$ cat config.mk
export PLATFORM = sky130hd
export DESIGN_NAME = main_control_flat
export DESIGN_NICKNAME = d
export VERILOG_FILES = /design/src/rtl/cpu_pkg.sv /design/src/rtl/main_control_if.sv /design/src/rtl/ctrl_decode.sv /design/src/rtl/main_control.sv /design/src/flat_wrapper.sv
export SDC_FILE = /design/constraint.sdc
export NUM_CORES = 1
export LEC_CHECK = 0
export BUFFER_PORTS_ARGS = -buffer_cell sky130_fd_sc_hd__buf_2
export CAP_MARGIN = 20
export CORE_MARGIN = 2
export CORE_UTILIZATION = 51
export DETAILED_ROUTE_END_ITERATION = 12
export HOLD_SLACK_MARGIN = 0.02
export PLACE_DENSITY = 0.79
export SYNTH_ARGS = -nofsm -noshare
export SYNTH_HDL_FRONTEND = slang
export SYNTH_HIERARCHICAL = 1
export SYNTH_SLANG_ARGS = --single-unit
$ cat constraint.sdc
create_clock -name clk -period 2 [get_ports clk]
set_clock_uncertainty 0.05 [all_clocks]
set_input_delay 0.1 -clock clk [delete_from_list [all_inputs] [get_ports clk]]
set_output_delay 0.1 -clock clk [all_outputs]
set_load 0.01 [all_outputs]
$ cat src/rtl/cpu_pkg.sv
// Shared definitions for the multi-cycle CPU control path.
// Holds the state encoding, opcode values, instruction classes, the
// xALU / alu_src_b / pc_src select encodings and the common field widths.
package cpu_pkg;

    localparam int unsigned OPCODE_W  = 6;
    localparam int unsigned RETIRED_W = 16;

    // Controller states; legacy-compatible plain constants.
    typedef logic [2:0] state_t;
    localparam state_t S_IDLE   = 3'd0;
    localparam state_t S_FETCH  = 3'd1;
    localparam state_t S_DECODE = 3'd2;
    localparam state_t S_EXEC   = 3'd3;
    localparam state_t S_MEM    = 3'd4;
    localparam state_t S_WB     = 3'd5;
    localparam state_t S_HALT   = 3'd6;

    // Opcode values (instruction[31:26]).
    localparam logic [OPCODE_W-1:0] OP_RTYPE = 6'd0;
    localparam logic [OPCODE_W-1:0] OP_ADDI  = 6'd1;
    localparam logic [OPCODE_W-1:0] OP_ANDI  = 6'd2;
    localparam logic [OPCODE_W-1:0] OP_LW    = 6'd3;
    localparam logic [OPCODE_W-1:0] OP_SW    = 6'd4;
    localparam logic [OPCODE_W-1:0] OP_BEQ   = 6'd5;
    localparam logic [OPCODE_W-1:0] OP_J     = 6'd6;
    localparam logic [OPCODE_W-1:0] OP_HALT  = 6'd7;

    typedef enum logic [2:0] {
        CLS_RTYPE,
        CLS_ADDI,
        CLS_ANDI,
        CLS_LW,
        CLS_SW,
        CLS_BEQ,
        CLS_J,
        CLS_HALT
    } insn_class_t;

    typedef struct packed {
        insn_class_t cls;
        logic        legal;
    } decode_t;

    // xALU: operation class handed to the ALU control decoder.
    localparam logic [2:0] XALU_ADD    = 3'b000;
    localparam logic [2:0] XALU_RTYPE  = 3'b001;
    localparam logic [2:0] XALU_BRANCH = 3'b010;
    localparam logic [2:0] XALU_LOGIC  = 3'b011;

    // alu_src_b: ALU B operand select.
    localparam logic [1:0] ASB_REG  = 2'b00;
    localparam logic [1:0] ASB_FOUR = 2'b01;
    localparam logic [1:0] ASB_IMM  = 2'b10;

    // pc_src: next-PC select.
    localparam logic [1:0] PCS_SEQ    = 2'b00;
    localparam logic [1:0] PCS_BRANCH = 2'b01;
    localparam logic [1:0] PCS_JUMP   = 2'b10;

endpackage

$ cat src/rtl/main_control_if.sv
// Control bundle between main_control and the datapath / memory.
// master: the controller (samples run/opcode/zero/mem_ready, drives strobes,
//         selects, illegal, halted and retired).
// slave : the datapath side, directions mirrored.
interface main_control_if;
    import cpu_pkg::*;

    logic                 run;
    logic [OPCODE_W-1:0]  opcode;
    logic                 zero;
    logic                 mem_ready;

    logic [2:0]           xALU;
    logic [1:0]           alu_src_b;
    logic [1:0]           pc_src;
    logic                 ir_we;
    logic                 pc_we;
    logic                 reg_we;
    logic                 mem_req;
    logic                 mem_we;
    logic                 mem_to_reg;
    logic                 reg_dst;
    logic                 illegal;
    logic                 halted;
    logic [RETIRED_W-1:0] retired;

    modport master (
        input  run, opcode, zero, mem_ready,
        output xALU, alu_src_b, pc_src, ir_we, pc_we, reg_we, mem_req, mem_we,
               mem_to_reg, reg_dst, illegal, halted, retired
    );

    modport slave (
        output run, opcode, zero, mem_ready,
        input  xALU, alu_src_b, pc_src, ir_we, pc_we, reg_we, mem_req, mem_we,
               mem_to_reg, reg_dst, illegal, halted, retired
    );

endinterface

$ cat src/rtl/ctrl_decode.sv
// Combinational opcode decoder.
// opcode : instruction[31:26]
// dec    : instruction class plus legality flag (opcodes 0..7 are legal)
module ctrl_decode
    import cpu_pkg::*;
(
    input  logic [OPCODE_W-1:0] opcode,
    output decode_t             dec
);

    always_comb begin
        dec.legal = 1'b1;
        dec.cls   = CLS_RTYPE;
        case (opcode)
            OP_RTYPE: dec.cls = CLS_RTYPE;
            OP_ADDI:  dec.cls = CLS_ADDI;
            OP_ANDI:  dec.cls = CLS_ANDI;
            OP_LW:    dec.cls = CLS_LW;
            OP_SW:    dec.cls = CLS_SW;
            OP_BEQ:   dec.cls = CLS_BEQ;
            OP_J:     dec.cls = CLS_J;
            OP_HALT:  dec.cls = CLS_HALT;
            default:  dec.legal = 1'b0;
        endcase
    end

endmodule

$ cat src/rtl/main_control.sv
// Multi-cycle CPU main controller: IDLE/FETCH/DECODE/EXEC/MEM/WB/HALT FSM
// plus a retired-instruction counter.
// clk, rst_n : clock and asynchronous active-low reset
// bus        : main_control_if.master (run/opcode/zero/mem_ready in; datapath
//              strobes, selects, illegal, halted and retired out)
module main_control
    import cpu_pkg::*;
#(
    // Reset value of retired; leave at zero in normal use.
    parameter logic [RETIRED_W-1:0] RETIRED_INIT = '0
) (
    input  logic           clk,
    input  logic           rst_n,
    main_control_if.master bus
);

    state_t               state_q, state_d;
    decode_t              dec, dec_q;
    logic [RETIRED_W-1:0] retired_q;
    state_t               next_insn;
    logic                 retire;

    logic [2:0] xalu;
    logic [1:0] alu_src_b, pc_src;
    logic       ir_we, pc_we, reg_we, mem_req, mem_we, mem_to_reg, reg_dst;
    logic       illegal, halted;

    ctrl_decode u_decode (
        .opcode (bus.opcode),
        .dec    (dec)
    );

    always_ff @(posedge clk or negedge rst_n) begin
        if (!rst_n) begin
            state_q   <= S_IDLE;
            dec_q     <= '{cls: CLS_RTYPE, legal: 1'b0};
            retired_q <= RETIRED_INIT;
        end else begin
            state_q <= state_d;
            // Opcode is only meaningful while the instruction register loads.
            if (ir_we) begin
                dec_q <= dec;
            end
            if (retire) begin
                retired_q <= retired_q + 1'b1;
            end
        end
    end

    // run is only consulted at instruction boundaries.
    assign next_insn = bus.run ? S_FETCH : S_IDLE;

    always_comb begin
        state_d    = state_q;
        retire     = 1'b0;
        xalu       = XALU_ADD;
        alu_src_b  = ASB_REG;
        pc_src     = PCS_SEQ;
        ir_we      = 1'b0;
        pc_we      = 1'b0;
        reg_we     = 1'b0;
        mem_req    = 1'b0;
        mem_we     = 1'b0;
        mem_to_reg = 1'b0;
        reg_dst    = 1'b0;
        illegal    = 1'b0;
        halted     = 1'b0;
        case (state_q)
            S_IDLE: begin
                if (bus.run) state_d = S_FETCH;
            end
            S_FETCH: begin
                mem_req   = 1'b1;
                alu_src_b = ASB_FOUR;
                if (bus.mem_ready) begin
                    ir_we   = 1'b1;
                    pc_we   = 1'b1;
                    state_d = S_DECODE;
                end
            end
            S_DECODE: begin
                if (!dec_q.legal) begin
                    illegal = 1'b1;
                    state_d = next_insn;
                end else begin
                    state_d = S_EXEC;
                end
            end
            S_EXEC: begin
                case (dec_q.cls)
                    CLS_RTYPE: begin
                        xalu    = XALU_RTYPE;
                        state_d = S_WB;
                    end
                    CLS_ADDI: begin
                        alu_src_b = ASB_IMM;
                        state_d   = S_WB;
                    end
                    CLS_ANDI: begin
                        xalu      = XALU_LOGIC;
                        alu_src_b = ASB_IMM;
                        state_d   = S_WB;
                    end
                    CLS_LW, CLS_SW: begin
                        alu_src_b = ASB_IMM;
                        state_d   = S_MEM;
                    end
                    CLS_BEQ: begin
                        xalu    = XALU_BRANCH;
                        pc_src  = PCS_BRANCH;
                        pc_we   = bus.zero;
                        retire  = 1'b1;
                        state_d = next_insn;
                    end
                    CLS_J: begin
                        pc_src  = PCS_JUMP;
                        pc_we   = 1'b1;
                        retire  = 1'b1;
                        state_d = next_insn;
                    end
                    CLS_HALT: begin
                        state_d = S_HALT;
                    end
                endcase
            end
            S_MEM: begin
                mem_req = 1'b1;
                mem_we  = (dec_q.cls == CLS_SW);
                if (bus.mem_ready) begin
                    if (dec_q.cls == CLS_SW) begin
                        retire  = 1'b1;
                        state_d = next_insn;
                    end else begin
                        state_d = S_WB;
                    end
                end
            end
            S_WB: begin
                reg_we     = 1'b1;
                reg_dst    = (dec_q.cls == CLS_RTYPE);
                mem_to_reg = (dec_q.cls == CLS_LW);
                retire     = 1'b1;
                state_d    = next_insn;
            end
            S_HALT: begin
                halted = 1'b1;
            end
            default: begin
                state_d = S_IDLE;
            end
        endcase
    end

    assign bus.xALU       = xalu;
    assign bus.alu_src_b  = alu_src_b;
    assign bus.pc_src     = pc_src;
    assign bus.ir_we      = ir_we;
    assign bus.pc_we      = pc_we;
    assign bus.reg_we     = reg_we;
    assign bus.mem_req    = mem_req;
    assign bus.mem_we     = mem_we;
    assign bus.mem_to_reg = mem_to_reg;
    assign bus.reg_dst    = reg_dst;
    assign bus.illegal    = illegal;
    assign bus.halted     = halted;
    assign bus.retired    = retired_q;

endmodule

$ cat src/flat_wrapper.sv
// flat-port wrapper written by rule: the top's interface ports become plain ports
module main_control_flat import cpu_pkg::*;
#(
                                                           
    parameter logic [RETIRED_W-1:0] RETIRED_INIT = '0
)
  (clk, rst_n, bus_run, bus_opcode, bus_zero, bus_mem_ready, bus_xALU, bus_alu_src_b, bus_pc_src, bus_ir_we, bus_pc_we, bus_reg_we, bus_mem_req, bus_mem_we, bus_mem_to_reg, bus_reg_dst, bus_illegal, bus_halted, bus_retired);
  main_control_if bus_i ();
  input  logic clk;
  input  logic rst_n;
  input wire logic [$bits(bus_i.run)-1:0] bus_run;
  input wire logic [$bits(bus_i.opcode)-1:0] bus_opcode;
  input wire logic [$bits(bus_i.zero)-1:0] bus_zero;
  input wire logic [$bits(bus_i.mem_ready)-1:0] bus_mem_ready;
  output wire logic [$bits(bus_i.xALU)-1:0] bus_xALU;
  output wire logic [$bits(bus_i.alu_src_b)-1:0] bus_alu_src_b;
  output wire logic [$bits(bus_i.pc_src)-1:0] bus_pc_src;
  output wire logic [$bits(bus_i.ir_we)-1:0] bus_ir_we;
  output wire logic [$bits(bus_i.pc_we)-1:0] bus_pc_we;
  output wire logic [$bits(bus_i.reg_we)-1:0] bus_reg_we;
  output wire logic [$bits(bus_i.mem_req)-1:0] bus_mem_req;
  output wire logic [$bits(bus_i.mem_we)-1:0] bus_mem_we;
  output wire logic [$bits(bus_i.mem_to_reg)-1:0] bus_mem_to_reg;
  output wire logic [$bits(bus_i.reg_dst)-1:0] bus_reg_dst;
  output wire logic [$bits(bus_i.illegal)-1:0] bus_illegal;
  output wire logic [$bits(bus_i.halted)-1:0] bus_halted;
  output wire logic [$bits(bus_i.retired)-1:0] bus_retired;
  assign bus_i.run = bus_run;
  assign bus_i.opcode = bus_opcode;
  assign bus_i.zero = bus_zero;
  assign bus_i.mem_ready = bus_mem_ready;
  assign bus_xALU = bus_i.xALU;
  assign bus_alu_src_b = bus_i.alu_src_b;
  assign bus_pc_src = bus_i.pc_src;
  assign bus_ir_we = bus_i.ir_we;
  assign bus_pc_we = bus_i.pc_we;
  assign bus_reg_we = bus_i.reg_we;
  assign bus_mem_req = bus_i.mem_req;
  assign bus_mem_we = bus_i.mem_we;
  assign bus_mem_to_reg = bus_i.mem_to_reg;
  assign bus_reg_dst = bus_i.reg_dst;
  assign bus_illegal = bus_i.illegal;
  assign bus_halted = bus_i.halted;
  assign bus_retired = bus_i.retired;
  main_control #(.RETIRED_INIT(RETIRED_INIT)) u_core (.clk(clk), .rst_n(rst_n), .bus(bus_i));
endmodule
==> After elaboration in Yosys (flattened, before gate mapping) <==
Cells that the tools add are included.
{ "classes": {"n_div": 0, "shifts": 0, "multipliers": 0, "n_eq_ne": 23, "addsub": 1, "reduce_logical": 10, "bitwise_logic": 1, "n_lt_le_gt_ge": 0, "mux": 32} }
{ "op_table": {"columns": ["cell", "n"], "rows": [
  ["one-hot mux 3 bit (7 select lines)", 2],
  ["equality test 6 x 3 -> 1 bit (second input constant)", 4],
  ["equality test 3 bit (second input constant)", 7],
  ["two-way mux 3 bit", 6],
  ["adder 16 x 1 -> 16 bit (second input constant)", 1],
  ["two-way mux 1 bit", 15],
  ["equality test 3 x 2 -> 1 bit (second input constant)", 4],
  ["equality test 6 x 2 -> 1 bit (second input constant)", 2],
  ["one-hot mux 3 bit (4 select lines)", 1],
  ["one-hot mux 2 bit (2 select lines)", 2],
  ["OR reduction 8 bit", 1],
  ["equality test 3 x 1 -> 1 bit (second input constant)", 2],
  ["equality test 6 x 1 -> 1 bit (second input constant)", 1],
  ["zero test 3 bit", 2],
  ["zero test 6 bit", 1],
  ["!= test 2 bit (second input constant)", 3],
  ["one-hot mux 2 bit (3 select lines)", 1],
  ["OR reduction 2 bit", 3],
  ["two-way mux 2 bit", 2],
  ["one-hot mux 1 bit (2 select lines)", 2],
  ["AND reduction 4 bit", 1],
  ["OR reduction 4 bit", 1],
  ["one-hot mux 1 bit (3 select lines)", 1],
  ["OR reduction 3 bit", 1],
  ["inverter 1 bit", 1]
]} }
{ "word_totals": {"reg_bits": 23, "n_memories": 0, "latchBits": 0, "romBits": 0, "output_inout_bits": 32, "input_bits": 11, "mem_bits_rw": 0, "wordCells": 71} }

==> Depth between registers and ports, before layout <==
Gate-level depths: netlist of run 1.
{ "depth": {"word_depth": 4, "depth_mapped": 7, "mapped_depth_nobuf": 5} }

==> Cells and area by module <==
Netlist of run 1, hierarchy kept.
{ "modules_own_cells": {"columns": ["mod", "area_per_inst_um2", "instances", "cells_each", "seq_area_each_um2"], "rows": [
  ["main_control", 1403.8, 1, 143, 575.6],
  ["ctrl_decode", 31.3, 1, 4, 0.0]
]} }

==> Worst setup path before layout of run 1 <==
No wires, ideal clock.
{ "synth_timing": {"kind": "reg-to-reg", "startpoint": "register u_core/dec_q[2] (netlist name)", "endpoint": "register u_core.retired_q[9] (netlist: u_core/bus.retired[9])", "setup_slack_ns": 0.455, "t_arrival_ns": 1.368, "setup_time_ns": 0.127, "path_stages_with_launch": 8, "n_path_buf": 2, "required_ns": 1.823, "synth_period_minus_slack_ns": 1.545, "cell_sequence": "dfrtp_1 buf_6 nor2_4 and4_4 a22o_4 buf_8 nand4_1 xnor2_1"} }
{ "synth_between": {"elab_chain_len": 4, "word_cells_on_any_way": 8, "cone_classes": "eq/ne (3); mux (4); reduce/logical (1)"} }
{ "synth_lines": {"columns": ["item", "line", "text"], "rows": [
  ["from (decl)", "main_control.sv:18", "decode_t dec, dec_q;"],
  ["from (signal assigned)", "main_control.sv:36", "dec_q <= '{cls: CLS_RTYPE, legal: 1'b0};"],
  ["equality test 3 bit, on equally long branches", "main_control.sv:130, main_control.sv:90", null],
  ["two-way mux 1 bit or OR reduction 2 bit (tied branches)", null, null],
  ["two-way mux 1 bit, on equally long branches", "main_control.sv:129, main_control.sv:90", null],
  ["one-hot mux 1 bit (3 select lines) (*)", "main_control.sv:68", "case (state_q)"],
  ["to (signal assigned)", "main_control.sv:45", "retired_q <= retired_q + 1'b1;"],
  ["to (decl)", "main_control.sv:19", "logic [RETIRED_W-1:0] retired_q;"]
]} }
Every way passes the cells marked *; elsewhere a longest branch is shown, timed or not.
A chain may end at the register's enable or synchronous reset.

==> Worst setup path after layout of run 1 <==
{ "layout_timing": {"startpoint": "register u_core.state_q[0]", "endpoint": "output port bus_pc_we"} }
{ "layout_between": {"elab_chain_len": 2, "word_cells_on_any_way": 3, "cone_classes": "eq/ne (2); mux (1)"} }
{ "layout_lines": {"columns": ["item", "line", "text"], "rows": [
  ["from (decl)", "main_control.sv:17", "state_t state_q, state_d;"],
  ["from (signal assigned)", "main_control.sv:39", "state_q <= state_d;"],
  ["equality test 3 x 2 -> 1 bit or equality test 3 x 1 -> 1 bit (tied branches)", "main_control.sv:68", null],
  ["one-hot mux 1 bit (2 select lines) (*)", "main_control.sv:68", null],
  ["to (decl)", "flat_wrapper.sv:19", "output wire logic [$bits(bus_i.pc_we)-1:0] bus_pc_we;"]
]} }
Marks and branches as above.

==> results of run 1 <==
==> state kept, by name (all words and copies together), names as in the netlist <==
name                cells
u_core/bus.retired     16
u_core/dec_q            4
u_core/state_q          3
==> layer usage <==
| layer | part of all wire | routed length [um] | vias up | GRT usage |
|---|---|---|---|---|
| met2 | 0.49 | 1420 | 33 | 0.319 |
| met5 | 0 | 0 | - | 0 |
| met4 | 0.016 | 46 | 0 | 0.0864 |
| li1 | - | - | 588 | - |
| met3 | 0.054 | 158 | 4 | 0.0340 |
| met1 | 0.44 | 1300 | 570 | 0.279 |
==> synth_stat cells (2+ instances only) <==
master     n
nor2_1     8
nand3_1    4
buf_2      4
o21ai_0    4
nor3_1     5
nor4b_1    3
a21oi_1    5
buf_4      2
xor2_1     2
nand4_1    8
nor2b_1    3
xnor2_1   14
mux2_2     5
inv_1      2
nand2b_1   3
clkbuf_1   4
nand2_1   11
and3_1     9
dfrtp_1   23
nand3b_1   3
and4_1     2
buf_6      2
==> area by class of cell <==
cell class              instances  area share
repair buffers                 43       0.136
clock buffers                   4      0.0160
multi-input cells             109       0.466
inverters                       2     0.00458
well taps                      31      0.0237
flip-flops and latches         23       0.353
==> critical path, delay by kind of cell, from the launching register on <==
family | cells | cell delay [ns]
buffers and inverters | 1 | 0.14
flip-flops | 1 | 0.51
AND/OR/NAND/NOR | 3 | 0.78
==> cells by family (layout without fill, tap and decap cells) <==
| group | after synthesis | count (layout) | synth area share |
|---|---|---|---|
| buf+inv | 15 | 49 | 0.0663 |
| compound gates | 19 | 19 | 0.101 |
| other cells | 1 | 1 | 0.00261 |
| xor+xnor | 17 | 17 | 0.109 |
| simple gates | 65 | 65 | 0.265 |
| fa+ha+maj | 1 | 1 | 0.00872 |
| mux | 6 | 6 | 0.0462 |
| flops | 23 | 23 | 0.401 |
==> final timing paths <==
check	startpoint	to	depth (start not counted)
setup / recovery	u_core/state_q[0]	bus_pc_we	4
hold / removal	bus_mem_ready	u_core/state_q[2]	3
setup reg to reg	u_core/dec_q[1]	u_core/bus.retired[1]	4
hold reg to reg	u_core/bus.retired[15]	u_core/bus.retired[15]	1
max in group asynchronous	rst_n	u_core/state_q[0]	2
min in group asynchronous	rst_n	u_core/bus.retired[6]	2
==> power by group through the flow <==
stage               registers [mW]  clock network, mW  logic [mW]
global placement             0.739                  0       0.665
floorplan                    0.640                  0       0.638
finish                       0.754              0.204       0.688
CTS                          0.746              0.214       0.694
detailed placement           0.752                  0       0.688
global route                 0.785              0.237       0.780
==> stage by stage <==
step	hold slack, ns	power [mW]	cell area, sq um
global route	0.106	1.80	1640
detailed placement	0.0452	1.44	1600
CTS	0.0790	1.65	1640
global placement	0.0332	1.40	1600
finish	0.0868	1.65	1640
floorplan	-0.246	1.28	1440
==> timing repair <==
item / 4_1_cts / 5_1_grt
setup endpoints to repair: 0 / 2
gates resized for setup: 0 / 3
hold endpoints to repair: 23 / 0
hold buffers: 1 / 0
==> qor.yml, run 1 <==
finish:
  fin_util: 0.605
  finalNonFillerCells: 212
  multi_input_area_sq_um: 764
  fillerInstances: 243
  fin_nets: 194
  diodes: 0
  final_common_cell: "buf_2"
  area_growth_pct: 14.2
  final-seq-area_sq_um: 579
  final_cell_mix: "41 x buf_2, 20 x dfrtp_1, 14 x xnor2_1"
  drive_above_1_share: 0.331
place:
  portBuffers: 41
  dpl.cell_count: 207
  place_ws_ns: 0.297
  dp_hpwl_mm: 2.14
  place_congestion: 0.815
yosys:
  synth_flop_cell: "dfrtp_1"
  synth.area.top_cells: "dfrtp_1 40%, xnor2_1 8.5%, and3_1 3.9%, mux2_2 3.9%, nand4_1 3.5%"
  syn-num-nets: 159
  synth.top_cell.area_share: 0.401
  synth_edf_count: 0
  synth_area_per_cell_sq_um: 9.76
  synth.cell_area_sq_mm: 0.00144
  synth_seq_area_share: 0.401
  ys_types: 43
  syn-instance-count: 147
  synth.ff_latch_count: 23
  yosysWarnings: 6
  synth_top_area_cell: "dfrtp_1"
  async_reset_ff_frac: 1.00
global_route:
  grt_pass1_wl_mm: 5.17
  antenna_found_initial: 0
  grt_max_degree: 24
  grt_usage: 0.203
  grt_overflow_total: 0
  grt_pass1_vias: 1119
clock_tree:
  cts_root_buffer: "clkbuf_4"
  cts_tree: "built"
  clock-sinks: 23
  ctsHtreeMaxLevel: 1
  clk_pin_slew_worst_paths_ns: 0.11
  clk_path_buf_depth: 2
  clk_latency_ns: 0.30
  cts-buffers-inserted: 3
  post_cts_buffers: 0
power_and_ir_drop:
  leakagePower_nw: 0.830
  p_sw_frac: 0.413
  internal_power_mw: 0.966
  power.share.clock: 0.124
  p_comb_frac: 0.418
  seqPwrFrac: 0.458
  ir_worst_vdd_mv: 0.745
  p_switching_mw: 0.681
  p_per_area_mw_per_mm2: 1000
worst_setup_path:
  startpoint_type: "register"
  reg2reg_slack_ns: 0.28
  slowest_delay_ns: 0.51
  cp_cell_sequence: "nor2b_1, and3_1, or2_2, buf_2"
  arrival_ns: 1.72
  critPathSlowestCell: "dfrtp_2"
  worstPathRequired_ns: 1.85
  critPathMaxFanout: 13
  worstSetupPathType: "reg2out"
  critPathCaptureType: "output port"
die:
  initial_core_util: 0.530
  fp.dieW_um: 57.0
  die_area_sq_mm: 0.00325
  core_sq_mm: 0.00271
  rows: 19
  ioPinCount: 43
  die_h_um: 57.0
run:
  max-cap-violations: 0
hold_path:
  hp-class: "in2reg"
timing:
  final_hold_viol_count: 0
  drv_slew: 0
  post-route-period-util: 0.935
  setup_viol: 0
  period_needed_ns: 1.87
  fmax_mhz: 535
  fin_ws_ns: 0.129
  tns_ns: 0
  grt_setup_unrepaired: "no"
detailed_routing:
  drc: 0
  drt-initial-drc-count: 55
  drt-pass1-iter-count: 4
  postRouteAntennaNets: 0
  viasPerCell: 5.64
  vias: 1195
  wirelength_mm: 2.93
  wl_per_cell_um: 13.8
status:
  status: "completed"
Power figures use the tool's default switching activity.
==> inputs of run 2 (changes only) <==
- SETUP_SLACK_MARGIN: default -> 0.15
==> run 2 against run 1 <==
Fmax rose by 7.2%. Critical path depth unchanged. Final area increased by 2.9%. Register-to-register slack about the same. Sequential share of layout area decreased by 0.85 points.
==> qor.yml, run 2 (synthesis gave the netlist of run 1 again) <==
timing:
  grt_setup_unrepaired: "no"
  drv_slew: 0  # unchanged
  setup_viol: 0  # unchanged
  final_hold_viol_count: 0  # unchanged
  tns_ns: 0  # unchanged
  post-route-period-util: 0.873  # -0.0625
  fin_ws_ns: 0.254  # +0.125 ns
  holdWs_ns: 0.0896  # +0.00283 ns
  fmax_mhz: 573  # +7.2%
  period_needed_ns: 1.75  # -0.125 ns
status:
  status: "completed"
clock_tree:
  clk_latency_ns: 0.30  # about the same
  cts_root_buffer: "clkbuf_4"
  cts_tree: "built"
  clock-sinks: 23  # unchanged
  cts-buffers-inserted: 3  # unchanged
  ctsHtreeMaxLevel: 1  # unchanged
  clk_pin_slew_worst_paths_ns: 0.11  # about the same
  clk_path_buf_depth: 2  # unchanged
place:
  place_ws_ns: 0.297  # unchanged
  dp_hpwl_mm: 2.14  # unchanged
  portBuffers: 41  # unchanged
  place_congestion: 0.815  # unchanged
  dpl.cell_count: 207  # unchanged
worst_setup_path:
  arrival_ns: 1.60  # -0.12 ns
  critPathCaptureType: "output port"
  cp_cell_sequence: "nor2b_1, and3_1, or2_2, buf_2"
  r2r-start: "u_core/state_q[1]"
  worstPathRequired_ns: 1.85  # about the same
  critPathMaxFanout: 6  # -7
  r2r_cells: 5  # +1
  slowest_delay_ns: 0.42  # -0.09 ns
  reg2reg_slack_ns: 0.28  # about the same
  startpoint_type: "register"
  critPathSlowestCell: "dfrtp_2"
  worstSetupPathType: "reg2out"
  timing.rr.end: "u_core/bus.retired[1]"
detailed_routing:
  wl_per_cell_um: 13.7  # -0.89%
  wirelength_mm: 2.98  # +1.9%
  viasPerCell: 5.64  # about the same
  postRouteAntennaNets: 0  # unchanged
  drt-pass1-iter-count: 4  # unchanged
  drt-initial-drc-count: 55  # unchanged
  vias: 1230  # +2.9%
  drc: 0  # unchanged
die:
  rows: 19  # unchanged
  die_h_um: 57.0  # unchanged
  fp.dieW_um: 57.0  # unchanged
  ioPinCount: 43  # unchanged
  die_area_sq_mm: 0.00325  # unchanged
  core_sq_mm: 0.00271  # unchanged
  initial_core_util: 0.530  # unchanged
global_route:
  grt_overflow_total: 0  # unchanged
  antenna_found_initial: 0  # unchanged
  grt_pass1_vias: 1138  # +1.7%
  grt_pass1_wl_mm: 5.18  # +0.25%
  grt_usage: 0.204  # +0.00134
  grt_max_degree: 24  # unchanged
power_and_ir_drop:
  p_comb_frac: 0.474  # +0.056
  p_switching_mw: 0.699  # +2.8%
  power_mw: 1.72  # +4.8%
  leakagePower_nw: 0.858  # +3.3%
  internal_power_mw: 1.03  # +6.2%
  p_per_area_mw_per_mm2: 1020  # +1.8%
  seqPwrFrac: 0.407  # -0.051
  power.share.clock: 0.118  # -0.006
  p_sw_frac: 0.405  # -0.00792
  ir_worst_vdd_mv: 0.742  # -0.42%
finish:
  largest_reg_flops: 16  # unchanged
  finalNonFillerCells: 218  # +2.8%
  drive_above_1_share: 0.364  # +0.0321
  area_growth_pct: 17.5
  final_common_cell: "buf_2"
  final_cell_mix: "41 x buf_2, 18 x dfrtp_1, 14 x xnor2_1"
  diodes: 0  # unchanged
  fin_nets: 200  # +3.1%
run:
  max-cap-violations: 0  # unchanged
hold_path:
  worstHoldStart: "bus_mem_ready"
  hold_depth: 3  # unchanged
  holdPathEnd: "u_core/state_q[2]"
  hp-class: "in2reg"
-- run 2: cell count changes in the layout (fill, tap and decap cells not counted), sizes merged --
cell / before / now
buf: 42 / 48
-- run 2: power groups by stage --
stage | logic (mW) | clock network, mW | registers, mW
2_1_floorplan | 0.638 | 0 | 0.640
3_3_place_gp | 0.665 | 0 | 0.739
3_5_place_dp | 0.688 | 0 | 0.752
4_1_cts | 0.739 | 0.214 | 0.723
5_1_grt | 0.924 | 0.237 | 0.722
6_report | 0.818 | 0.204 | 0.702
-- run 2: how the worst max path moves through the flow --
stage	from	endpoint	depth (start not counted)
floorplan	u_core/dec_q[2]	u_core/bus.retired[9]	7
global placement	u_core/dec_q[1]	u_core/bus.retired[1]	4
detailed placement	u_core/dec_q[1]	u_core/bus.retired[1]	4
CTS	u_core/state_q[1]	bus_pc_we	4
global route	u_core/dec_q[2]	bus_pc_we	5
finish	u_core/state_q[0]	bus_pc_we	4
-- run 2: timing repair --
action,4_1_cts,5_1_grt
resized for setup,3,2
setup buffers,1,5
hold buffers,1,0
endpoints found under the setup margin,2,2
endpoints found under the hold margin,23,0
-- run 2: layout make-up --
type / count / area [sq um]
Inverter: 2 / 7.51
Clock buffer: 4 / 26.3
Tap cell: 31 / 38.8
Multi-Input combinational cell: 109 / 764
Fill cell: 241 / 1020
Sequential cell: 23 / 582
Timing Repair Buffer: 49 / 268
-- run 2: critical path, delay by kind of cell, from the launching register on --
family,cells,cell delay [ns]
buf+inv,1,0.14
flops,1,0.42
simple gates,3,0.73
-- run 2: per-layer routing --
layer / share of wire / vias to the layer above / global-route usage / routed length (um)
met5: 0 / - / 0 / 0
met4: 0.020 / 0 / 0.0930 / 60
met2: 0.48 / 31 / 0.319 / 1430
li1: - / 605 / - / -
met1: 0.45 / 588 / 0.280 / 1340
met3: 0.052 / 6 / 0.0340 / 155
-- run 2: through the flow --
stage,instance area [sq um],utilization
after floorplan,1440,-
after global placement,1600,0.590
after detailed placement,1600,0.590
after CTS,1650,0.608
after global routing,1690,0.622
final,1690,0.622
==> inputs of run 3 (changes only) <==
- ABC_AREA: default -> 1
- CORE_UTILIZATION: 51 -> 53
- PLACE_DENSITY: 0.79 -> 0.8
==> run 3 against run 2 <==
Register-to-register slack improved by 0.03 ns. Fmax fell by 3.5%. Via count rose by 40%. Die area up 13%. Sequential power fell by 4.7%. Non-clock buffer count shrank 1. Cell count is 54% higher. Synthesized cell count up 67%. Core utilization grew 2.5 points. Total power fell by 2.8%. Wire length grew 33%. Synthesized area rose by 19%. Largest power group unchanged.
==> qor.yml, run 3 <==
die:
  die_area_sq_mm: 0.00368  # +13%
  rows: 20  # +1
  ioPinCount: 43  # unchanged
  die_h_um: 60.7  # +6.3%
  initial_core_util: 0.557  # +0.0278
  core_sq_mm: 0.00305  # +13%
  fp.dieW_um: 60.7  # +6.3%
yosys:
  yosys.cell_count.top_type: "nand2_1"
  synth_area_per_cell_sq_um: 6.95  # -29%
  synth_seq_area_share: 0.338  # -0.0628
  synth_top_area_cell: "dfrtp_1"
  synth.ff_latch_count: 23  # unchanged
  syn-num-nets: 257  # +62%
  synth_commonest_cells: "72 x nand2_1, 32 x nor2_1, 30 x inv_1"
  synth_flop_cell: "dfrtp_1"
  synth.top_cell.area_share: 0.338  # -0.0628
  synth.area.top_cells: "dfrtp_1 34%, nand2_1 16%, nor2_1 7.1%, inv_1 6.6%, nand4_1 5.9%"
  yosysWarnings: 6  # unchanged
  synth_edf_count: 0  # unchanged
  syn-instance-count: 245  # +67%
  synth.cell_area_sq_mm: 0.00170  # +19%
  ys_types: 28  # -35%
  async_reset_ff_frac: 1.00  # unchanged
clock_tree:
  ctsHtreeMaxLevel: 1  # unchanged
  clk_pin_slew_worst_paths_ns: 0.13  # +0.02 ns
  cts-buffers-inserted: 3  # unchanged
  clk_latency_ns: 0.31  # about the same
  cts_root_buffer: "clkbuf_4"
  cts_tree: "built"
  clock-sinks: 23  # unchanged
  clk_path_buf_depth: 2  # unchanged
detailed_routing:
  postRouteAntennaNets: 0  # unchanged
  viasPerCell: 5.16  # -8.6%
  drt-initial-drc-count: 86  # +56%
  vias: 1727  # +40%
  wl_per_cell_um: 11.8  # -14%
  drt-pass1-iter-count: 4  # unchanged
  wirelength_mm: 3.96  # +33%
  drc: 0  # unchanged
timing:
  worstMarginPinSlew_ns: 0.518
  tns_ns: 0  # unchanged
  final_hold_viol_count: 0  # unchanged
  drv_slew: 0  # unchanged
  period_needed_ns: 1.81  # +0.0632 ns
  setup_viol: 0  # unchanged
  post-route-period-util: 0.904  # +0.0316
  holdWs_ns: 0.0460  # -0.0436 ns
  slew_headroom: 0.655
  grt_setup_unrepaired: "yes"
  fmax_mhz: 553  # -3.5%
finish:
  area_growth_pct: 16.1
  final_cell_mix: "72 x nand2_1, 41 x buf_2, 31 x nor2_1"
  fin_nets: 304  # +52%
  diodes: 0  # unchanged
  largest_reg_flops: 16  # unchanged
  drive_above_1_share: 0.275  # -0.0887
  finalNonFillerCells: 335  # +54%
  fillerInstances: 301  # +25%
  final_common_cell: "nand2_1"
power_and_ir_drop:
  ir_worst_vdd_mv: 0.619  # -17%
  p_comb_frac: 0.466  # -0.008
  p_switching_mw: 0.752  # +7.5%
  leakagePower_nw: 1.11  # +30%
  seqPwrFrac: 0.399  # -0.008
  power.share.clock: 0.134  # +0.016
  p_per_area_mw_per_mm2: 848  # -17%
  p_sw_frac: 0.449  # +0.0432
  power_mw: 1.68  # -2.8%
  internal_power_mw: 0.924  # -9.9%
global_route:
  grt_max_degree: 24  # unchanged
  antenna_found_initial: 0  # unchanged
  grt_overflow_total: 0  # unchanged
  grt_pass1_vias: 1587  # +39%
  grt_pass1_wl_mm: 6.46  # +25%
  grt_usage: 0.229  # +0.0245
worst_setup_path:
  worstSetupPathType: "reg2out"
  critPathMaxFanout: 7  # +1
  arrival_ns: 1.66  # +0.06 ns
  worstPathRequired_ns: 1.85  # about the same
  startpoint_type: "register"
  critPathCaptureType: "output port"
place:
  dp_hpwl_mm: 2.85  # +33%
  place_congestion: 0.927  # +14%
  dpl.cell_count: 325  # +57%
  portBuffers: 41  # unchanged
hold_path:
  hp-class: "in2reg"
run:
  max-cap-violations: 0  # unchanged
status:
  status: "completed"
==> run 3: cell families (layout without fill, tap and decap cells) <==
| family | Yosys count | count (layout) | share of synthesized area |
|---|---|---|---|
| fa+ha+maj | 1 | 1 | 0.00735 |
| mux | 1 | 1 | 0.00662 |
| other cells | 1 | 1 | 0.00220 |
| simple gates | 152 | 153 | 0.409 |
| xor+xnor | 6 | 6 | 0.0309 |
| compound gates | 21 | 21 | 0.0794 |
| buf+inv | 40 | 85 | 0.126 |
| flops | 23 | 23 | 0.338 |
==> run 3: timing repair <==
item | CTS | global route
hold buffers | 1 | 0
resized for setup | 2 | 3
cloned | 0 | 1
hold endpoints to repair | 23 | 0
buffers inserted | 3 | 1
endpoints found under the setup margin | 1 | 18
pin swaps | 1 | 1
==> run 3: area by class of cell <==
class | instances | area, sq um | area share
clock buffers | 4 | 26.3 | 0.0133
inverters | 33 | 124 | 0.0627
multi-input cells | 183 | 931 | 0.471
flip-flops and latches | 23 | 579 | 0.293
well taps | 44 | 55.1 | 0.0279
repair buffers | 48 | 260 | 0.132
==> run 3: power by group through the flow <==
| stage | logic [mW] | clock network [mW] | registers [mW] |
|---|---|---|---|
| after floorplan | 0.564 | 0 | 0.671 |
| after global placement | 0.718 | 0 | 0.681 |
| after detailed placement | 0.729 | 0 | 0.685 |
| after CTS | 0.758 | 0.232 | 0.672 |
| after global routing | 0.877 | 0.255 | 0.687 |
| final | 0.781 | 0.225 | 0.669 |
==> run 3: path summary, 6_finish.rpt <==
path | end | startpoint | depth (start not counted) | slack (ns)
worst min register to register | u_core/bus.retired[1] | u_core/bus.retired[1] | 2 | 0.54
worst max-delay path | bus_xALU[1] | u_core/state_q[2] | 6 | 0.19
max in group asynchronous | u_core/state_q[1] | rst_n | 2 | 1.31
worst max register to register | u_core/bus.retired[10] | u_core/dec_q[1] | 8 | 0.31
worst min-delay path | u_core/dec_q[3] | bus_opcode[2] | 5 | 0.05
min in group asynchronous | u_core/bus.retired[4] | rst_n | 2 | 0.22
==> run 3: metrics by stage <==
| step | worst slack (ns) | utilization | instance area, sq um |
|---|---|---|---|
| finish | 0.191 | 0.647 | 1980 |
| global route | 0.0576 | 0.647 | 1980 |
| CTS | 0.217 | 0.638 | 1950 |
| global placement | 0.417 | 0.618 | 1890 |
| detailed placement | 0.380 | 0.618 | 1890 |
| floorplan | 0.539 | - | 1700 |
==> run 3: worst max-delay path, stage by stage, from the launching register on <==
cell and delay, ns:
dfrtp_2 0.47, inv_2 0.12, nand3_2 0.15, nor3_1 0.26, nand2_1 0.09, o21ai_0 0.10, buf_2 0.16
==> run 3: routing by layer <==
layer  GRT usage  share of wire
met5           0              0
met4      0.0528          0.010
met3      0.0490          0.070
met2       0.415           0.50
met1       0.276           0.42
